File: src/rtl/quot_rem_recombiner_pkg.sv
// Shared definitions for the quotient/remainder recombiner.
// Holds the FSM state encoding and a helper that sizes the rebuilt
// dividend from the quotient and divisor widths.
package quot_rem_recombiner_pkg;

    // FSM state encoding: IDLE=0, CALC=1, FINISH=2
    typedef enum logic [1:0] {
        ST_IDLE   = 2'd0,
        ST_CALC   = 2'd1,
        ST_FINISH = 2'd2
    } rcb_state_e;

    // Width of the rebuilt dividend, quotient * divisor + remainder.
    // The sum never exceeds 2^A * (2^B - 1), so A+B bits always suffice.
    function automatic int prod_width(input int width_a, input int width_b);
        return width_a + width_b;
    endfunction

endpackage : quot_rem_recombiner_pkg

File: src/rtl/quot_rem_recombiner.sv
// quot_rem_recombiner
// Rebuilds a dividend as quotient * divisor + remainder with an iterative
// shift-add datapath.  The quotient is consumed MSB first, in the same
// order the restoring divider chain produces it.  Also flags divider
// outputs whose remainder is not smaller than the divisor.
//
// Ports:
//   clk        rising-edge clock
//   arst       asynchronous active-high reset
//   en         start request, sampled only while idle
//   quotient   quotient to expand            [WIDTH_DIVIDEND-1:0]
//   divisor    divisor                       [WIDTH_DIVISOR-1:0]
//   remainder  remainder to add back         [WIDTH_DIVISOR-1:0]
//   busy       high while an operation runs (CALC and FINISH)
//   dividend_o rebuilt dividend, held until the next result
//   rem_err    remainder >= divisor for the held result
//   rdy        one-cycle result-valid pulse
module quot_rem_recombiner
    import quot_rem_recombiner_pkg::*;
#(
    parameter int WIDTH_DIVIDEND = 5,
    parameter int WIDTH_DIVISOR  = 3
) (
    input  logic                                   clk,
    input  logic                                   arst,
    input  logic                                   en,
    input  logic [WIDTH_DIVIDEND-1:0]              quotient,
    input  logic [WIDTH_DIVISOR-1:0]               divisor,
    input  logic [WIDTH_DIVISOR-1:0]               remainder,
    output logic                                   busy,
    output logic [WIDTH_DIVIDEND+WIDTH_DIVISOR-1:0] dividend_o,
    output logic                                   rem_err,
    output logic                                   rdy
);

    localparam int A  = WIDTH_DIVIDEND;
    localparam int B  = WIDTH_DIVISOR;
    localparam int PW = prod_width(WIDTH_DIVIDEND, WIDTH_DIVISOR);
    localparam int CW = $clog2(WIDTH_DIVIDEND + 1);

    localparam logic [CW-1:0] CNT_LOAD = CW'(WIDTH_DIVIDEND);
    localparam logic [CW-1:0] CNT_ONE  = CW'(1);

    rcb_state_e     state_q, state_d;
    logic [PW-1:0]  acc_q, acc_d;
    logic [A-1:0]   q_sh_q, q_sh_d;
    logic [B-1:0]   div_sh_q, div_sh_d;
    logic [B-1:0]   rem_sh_q, rem_sh_d;
    logic [CW-1:0]  cnt_q, cnt_d;
    logic [PW-1:0]  dividend_q, dividend_d;
    logic           rem_err_q, rem_err_d;
    logic           rdy_q, rdy_d;
    logic           busy_q, busy_d;

    // Zero-extended operands for the adder stages
    logic [PW-1:0]  div_ext_s;
    logic [PW-1:0]  rem_ext_s;

    assign div_ext_s = {{A{1'b0}}, div_sh_q};
    assign rem_ext_s = {{A{1'b0}}, rem_sh_q};

    // Next-state, shift-add datapath and result capture
    always_comb begin
        state_d    = state_q;
        acc_d      = acc_q;
        q_sh_d     = q_sh_q;
        div_sh_d   = div_sh_q;
        rem_sh_d   = rem_sh_q;
        cnt_d      = cnt_q;
        dividend_d = dividend_q;
        rem_err_d  = rem_err_q;
        rdy_d      = 1'b0;

        case (state_q)
            ST_IDLE: begin
                if (en) begin
                    // Shadow the operands so later input changes are ignored
                    q_sh_d   = quotient;
                    div_sh_d = divisor;
                    rem_sh_d = remainder;
                    acc_d    = '0;
                    cnt_d    = CNT_LOAD;
                    state_d  = ST_CALC;
                end else begin
                    state_d  = ST_IDLE;
                end
            end
            ST_CALC: begin
                // Horner step: double the partial product, add divisor if
                // the current quotient bit (MSB of the shadow) is set
                acc_d  = {acc_q[PW-2:0], 1'b0} + (q_sh_q[A-1] ? div_ext_s : {PW{1'b0}});
                q_sh_d = {q_sh_q[A-2:0], 1'b0};
                cnt_d  = cnt_q - CNT_ONE;
                if (cnt_q == CNT_ONE) begin
                    state_d = ST_FINISH;
                end else begin
                    state_d = ST_CALC;
                end
            end
            ST_FINISH: begin
                dividend_d = acc_q + rem_ext_s;
                rem_err_d  = (rem_sh_q >= div_sh_q);
                rdy_d      = 1'b1;
                state_d    = ST_IDLE;
            end
            default: begin
                state_d = ST_IDLE;
            end
        endcase

        busy_d = (state_d != ST_IDLE);
    end

    // State and datapath registers; reset aborts any running operation
    always_ff @(posedge clk or posedge arst) begin
        if (arst) begin
            state_q    <= ST_IDLE;
            acc_q      <= '0;
            q_sh_q     <= '0;
            div_sh_q   <= '0;
            rem_sh_q   <= '0;
            cnt_q      <= '0;
            dividend_q <= '0;
            rem_err_q  <= 1'b0;
            rdy_q      <= 1'b0;
            busy_q     <= 1'b0;
        end else begin
            state_q    <= state_d;
            acc_q      <= acc_d;
            q_sh_q     <= q_sh_d;
            div_sh_q   <= div_sh_d;
            rem_sh_q   <= rem_sh_d;
            cnt_q      <= cnt_d;
            dividend_q <= dividend_d;
            rem_err_q  <= rem_err_d;
            rdy_q      <= rdy_d;
            busy_q     <= busy_d;
        end
    end

    assign busy       = busy_q;
    assign dividend_o = dividend_q;
    assign rem_err    = rem_err_q;
    assign rdy        = rdy_q;

endmodule : quot_rem_recombiner

File: config.mk
export PLATFORM = sky130hd
export DESIGN_NAME = quot_rem_recombiner
export DESIGN_NICKNAME = d
export VERILOG_FILES = /design/src/rtl/quot_rem_recombiner_pkg.sv /design/src/rtl/quot_rem_recombiner.sv
export SDC_FILE = /design/constraint.sdc
export NUM_CORES = 1
export LEC_CHECK = 0
export CAP_MARGIN = 10
export CORE_UTILIZATION = 47
export CTS_BUF_LIST = sky130_fd_sc_hd__clkbuf_4 sky130_fd_sc_hd__clkbuf_8
export DETAILED_ROUTE_END_ITERATION = 7
export PLACE_DENSITY = 0.83
export SKIP_LAST_GASP = 1
export SYNTH_ARGS = -nofsm -noshare
export SYNTH_HDL_FRONTEND = slang
export SYNTH_SLANG_ARGS = --single-unit
File: constraint.sdc
create_clock -name clk -period 1.5 [get_ports clk]
set_clock_uncertainty 0.05 [all_clocks]
set_input_delay 0.3 -clock clk [delete_from_list [all_inputs] [get_ports clk]]
set_output_delay 0.3 -clock clk [all_outputs]
set_load 0.02 [all_outputs]
==> results.toml, run 1 <==
[pwr]
p_leak_nw = 1.07
p_per_area_nw_per_um2 = 2040
vdd_drop_max_v = 0.00109
finalPower_w = 0.00476

[synthesis]
netlist_area_um2 = 1810
ys_seq_area_frac = 0.483
ys_types = 35
netlist_top_cells_area = "dfrtp_1, ha_1, nand2_1"
ys_ff_latch = 35
syn_inst = 184
yosysWarningCount = 0
synth_area_per_cell_um2 = 9.85
yosysTopAreaCell = "dfrtp_1"
synth.top_cell.area_share = 0.483
syn_nets = 210

[sta]
hold_slack_ns = 0.304
setup_viol = 7
max_freq_ghz = 0.595
slew_viol_final = 0
rsz0062_at_grt = "true"
fin_crit_sh = 1.12
hold_violations = 0
fin_ws_ns = -0.182
fin_crit_ns = 1.68
maxSlewHeadroom = 0.762
max_slew.worst_pin.slew_ns = 0.357

[global_route]
grt_most_used_layer = "met2"
use_met2 = 0.290
met3_usage = 0.0625
grt_usage = 0.184
grt_pass1_vias = 1276
grt_max_degree = 36
grt.met1_usage = 0.229
antenna_found_initial = 0
overflow = 0
grt_pass1_wl_um = 5690

[worst_setup_path]
cp-start-kind = "flop"
crit_path_max_fanout = 3
r2r_start = "acc_q[0]"
r2r_cells = 7
crit_slowest_cell = "dfrtp_1"
path_cells = "ha_2, inv_2, fa_2, nor2b_2, o2111ai_1, xor2_1, o21ai_1"
worstPathRequired_ns = 1.67
cpPeakStageDelay_ns = 0.38
reg2reg_setup_slack_ns = -0.18
end_kind = "flop"
critPathKind = "reg -> reg"
arrival_ns = 1.85
reg2reg_to = "dividend_o[6]"

[clocking]
cts_tree = "built"
numCtsBuffers = 5
cts.clk_slew.worst_paths_ns = 0.07
root_buffer = "clkbuf_8"
clkSinkCount = 35
hold_buffers = 0
cts_buffer_depth = 2
cts_max_level = 2
clock_latency_ns = 0.29

[layout]
drive_above_1_share = 0.237
fill_cells = 331
fin_cells = 272
nets = 250
diodes = 0
syn2layout_area_growth_pct = 28.7
fin_util = 0.633

[placed_design]
io_buffers = 24
dp_hpwl_um = 2300
placed_cells = 261
place.gp.congestion = 0.765

[floorplan]
die_area_um2 = 4110
coreArea_um2 = 3690
start_util = 0.492
io_pins = 25
die_height_um = 64.1
fp.dieW_um = 64.1
row_count = 22

[routing]
wirelength_um = 3380
vias = 1322
drtIter0Drc = 79
drc = 0
final_antenna_net_count = 0
firstDrtPassIters = 4
wl_per_cell_um = 12.4
viasPerCell = 4.86

[min_path]
hp-class = "in -> async"

[run_status]
violations = "setup timing"
status = "finished with violations"

[job]
maxCapViolCount = 0
stage by stage:
stage	cell area (um2)	setup WS (ns)	TNS (ns)
4_1_cts	2270	-0.146	-0.877
5_1_grt	2330	-0.273	-1.51
3_3_place_gp	2180	-0.0594	-0.206
3_5_place_dp	2180	-0.146	-0.599
6_report	2330	-0.182	-0.728
2_1_floorplan	1820	-0.0170	-0.0666
Yosys cell counts (all sizes together):
cell,instances
mux2,1
nand3,10
a21oi,6
dfrtp,35
a21o,2
and3,1
nor3,5
xor2,6
o31ai,1
o21ai,23
xnor2,5
nor2,6
ha,10
o2111ai,1
nor2b,3
clkbuf,1
a31oi,1
o22ai,3
and2,3
nand4,2
buf,10
fa,2
inv,12
nand2b,3
nand2,32
layout make-up:
class,instances,area (um2),share of cell area
inverters,12,45.0,0.0193
well taps,48,60.1,0.0257
repair buffers,44,405,0.174
clock buffers,6,82.6,0.0354
multi-input cells,126,860,0.368
clock inverters,1,5.00,0.00214
flip-flops and latches,35,876,0.375
how the worst max path moves through the flow:
stage | start | end | slack, ns
2_1_floorplan | q_sh_q[4] | acc_q[7] | -0.02
6_report | acc_q[0] | dividend_o[6] | -0.18
3_3_place_gp | acc_q[0] | dividend_o[6] | -0.06
5_1_grt | acc_q[0] | dividend_o[6] | -0.27
4_1_cts | q_sh_q[4] | acc_q[5] | -0.15
3_5_place_dp | q_sh_q[4] | acc_q[5] | -0.15
sequential cells by signal, indices dropped and copies added (netlist names):
| signal | count |
|---|---|
| dividend_o | 8 |
| busy | 1 |
| rem_err | 1 |
| state_q | 2 |
| rem_sh_q | 3 |
| div_sh_q | 3 |
| acc_q | 8 |
| cnt_q | 3 |
| rdy | 1 |
| q_sh_q | 5 |
worst max-delay path: cells and delay by family, from the launching register on:
kind                     cells  cell delay, ns
AND/OR/NAND/NOR              1            0.16
adder cells (fa/ha/maj)      2            0.55
buffers and inverters        1            0.05
AO/OA/AOI/OAI                2            0.24
XOR/XNOR                     1            0.17
flip-flops                   1            0.38
metal layers:
layer  routed length (um)  vias up
li1                     -      688
met5                    0        -
met2                 1640       27
met4                   53        0
met3                  128        6
met1                 1550      601
kinds of logic after synthesis:
logic type               synth area share
XOR/XNOR                           0.0531
adder cells (fa/ha/maj)            0.0911
AO/OA/AOI/OAI                       0.126
AND/OR/NAND/NOR                     0.170
flip-flops                          0.483
buffers and inverters              0.0711
multiplexers                      0.00621
power by group:
group / internal, W / total [W] / switching, W
Clock: 0.000360 / 0.000687 / 0.000327
Sequential: 0.00137 / 0.00172 / 0.000351
Combinational: 0.00115 / 0.00235 / 0.00120
Total: 0.00288 / 0.00476 / 0.00188
layout by cell type (no fill, tap or decap), types with 2 or more instances in the layout:
master,Yosys,layout
dfrtp_1,35,35
nand2_1,30,28
buf_4,5,17
o21ai_1,6,14
clkdlybuf4s50_1,0,13
dlygate4sd2_1,0,11
inv_1,12,10
nand3_1,10,9
ha_1,10,7
o21ai_2,5,6
xor2_1,6,6
clkbuf_8,0,6
xnor2_1,5,5
nand2_2,2,4
nor2_1,5,4
a21oi_1,4,4
nor3_1,4,4
nand2b_1,3,3
o21ai_0,12,3
o22ai_1,3,3
nor2_2,1,2
and2_1,3,2
a21o_1,2,2
nand4_1,2,2
a21oi_2,2,2
nor2b_1,2,2
inv_2,0,2
fa_2,0,2
ha_4,0,2
buf_12,0,2
repair_timing:
action | CTS | global route
pin swaps | 4 | 11
buffers inserted | 1 | 3
setup endpoints to repair | 21 | 13
resized for setup | 17 | 16
(Power assumes the default switching activity.)
==> run 2, diff against run 1 <==
CTS_CLUSTER_SIZE = 30   (was not set)
==> results of run 2 <==
The final DEF is identical to that of run 1; final timing and power are the same.
==> run 3, diff against run 2 <==
PLACE_DENSITY = 0.73   (was 0.83)
==> run 3 against run 2 <==
Sequential share of layout area grew 0.43 points. Worst setup slack gained 0.0040 ns. Highest routed layer unchanged. The run still ends with setup timing left. Critical endpoint unchanged. Largest cell class unchanged. Die area is the same.
==> results.toml, run 3 (synthesized netlist as in run 1, its figures left out) <==
[sta]
slew_viol_final = 0
hold_violations = 0
hold_slack_ns = 0.317
rsz0062_at_grt = "true"
max_freq_ghz = 0.596
fin_ws_ns = -0.178
fin_crit_ns = 1.68
fin_crit_sh = 1.12
maxSlewHeadroom = 0.748
setup_viol = 7
max_slew.worst_pin.slew_ns = 0.378
finalSetupTns_ns = -0.641

[routing]
vias = 1359
drtIter0Drc = 25
final_antenna_net_count = 0
wirelength_um = 3470
drc = 0
firstDrtPassIters = 4
viasPerCell = 5.01
wl_per_cell_um = 12.8

[placed_design]
place_ws_ns = -0.140
place.gp.congestion = 0.786
placed_cells = 261
dp_hpwl_um = 2460
place_area_um2 = 2180
io_buffers = 24

[layout]
syn2layout_area_growth_pct = 27.3
final_cell_mix = "dfrtp_1, nand2_1, buf_4"
design_area_um2 = 2310
fill_cells = 333
diodes = 0
fin_cells = 271
nets = 248
layout_commonest_cell = "dfrtp_1"
drive_above_1_share = 0.206

[worst_setup_path]
cp-start-kind = "flop"
critPathKind = "reg -> reg"
worstPathRequired_ns = 1.66
path_cells = "ha_2, inv_1, fa_2, nor2b_4, o2111ai_2, xor2_1, o21ai_1"
reg2reg_setup_slack_ns = -0.18
arrival_ns = 1.84
cpPeakStageDelay_ns = 0.38
end_kind = "flop"
critPathBufInv = 1
crit_family = "adder cells"
crit_slowest_cell = "dfrtp_1"
crit_path_max_fanout = 3

[clocking]
hold_buffers = 0
cts_max_level = 2
cts_tree = "built"
root_buffer = "clkbuf_8"
cts.clk_slew.worst_paths_ns = 0.07
numCtsBuffers = 5
clock_latency_ns = 0.28
cts_buffer_depth = 2
clkSinkCount = 35

[floorplan]
io_pins = 25
coreArea_um2 = 3690
fp.dieW_um = 64.1
row_count = 22
start_util = 0.492
die_height_um = 64.1
die_area_um2 = 4110

[run_status]
status = "finished with violations"
violations = "setup timing"

[global_route]
grt_usage = 0.187
grt_pass1_vias = 1400
grt_max_degree = 36
antenna_found_initial = 0
grt_pass1_wl_um = 5870
overflow = 0

[pwr]
p_seq_frac = 0.362
switching_power_w = 0.00184
p_sw_frac = 0.390
power_frac_comb = 0.477
p_leak_nw = 1.07
p_per_area_nw_per_um2 = 2050
clock_power_share = 0.161
internal_power_w = 0.00288
vdd_drop_max_v = 0.000934

[min_path]
hp-class = "in -> async"

[job]
maxCapViolCount = 0
run 3: changes by cell type in the layout (fill, tap and decap cells not counted), moves of 2 or more:
cell     delta
buf_4       -2
ha_4        -2
nand2_1     +2
nand2_2     -2
o21ai_0     +2
run 3: routing by layer:
| metal | track usage | share of wire | vias up |
|---|---|---|---|
| li1 | - | - | 681 |
| met1 | 0.206 | 0.44 | 646 |
| met2 | 0.328 | 0.51 | 24 |
| met3 | 0.0536 | 0.031 | 8 |
| met4 | 0.0889 | 0.021 | 0 |
| met5 | 0 | 0 | - |
run 3: final timing paths:
kind                                    start       endpoint  depth (start not counted)
worst max-delay path                 acc_q[0]  dividend_o[6]                          7
min in group clk                dividend_o[2]  dividend_o[2]                          2
worst min-delay path                     arst  dividend_o[3]                          3
max in group asynchronous                arst       acc_q[1]                          3
worst max register to register       acc_q[0]  dividend_o[6]                          7
worst min register to register  dividend_o[2]  dividend_o[2]                          2
run 3: final cells by class:
| cell class | count | area [um2] | area share |
|---|---|---|---|
| flip-flops and latches | 35 | 876 | 0.380 |
| multi-input cells | 126 | 832 | 0.361 |
| repair buffers | 42 | 390 | 0.169 |
| clock buffers | 8 | 104 | 0.0450 |
| well taps | 48 | 60.1 | 0.0260 |
| inverters | 12 | 45.0 | 0.0195 |
run 3: stage by stage:
step | util | power [W]
after global placement | 0.591 | 0.00389
final | 0.626 | 0.00472
after floorplan | - | 0.00318
after global routing | 0.626 | 0.00511
after CTS | 0.618 | 0.00470
after detailed placement | 0.591 | 0.00400
run 3: repair_timing:
item / CTS / global route
setup buffers: 1 / 1
gates resized for setup: 16 / 9
setup endpoints to repair: 21 / 12
pin swaps: 0 / 4
run 3: worst reg2reg max path, stage by stage, from the launching register on:
cell and delay (ns):
dfrtp_1 0.38, ha_2 0.19, inv_1 0.05, fa_2 0.36, nor2b_4 0.14, o2111ai_2 0.13
xor2_1 0.17, o21ai_1 0.13
run 3: power groups by stage:
stage / sequential (W) / clock, W / combinational [W]
after floorplan: 0.00177 / 0 / 0.00141
after global placement: 0.00169 / 0 / 0.00220
after detailed placement: 0.00172 / 0 / 0.00228
after CTS: 0.00170 / 0.000782 / 0.00222
after global routing: 0.00176 / 0.000823 / 0.00253
final: 0.00171 / 0.000761 / 0.00225
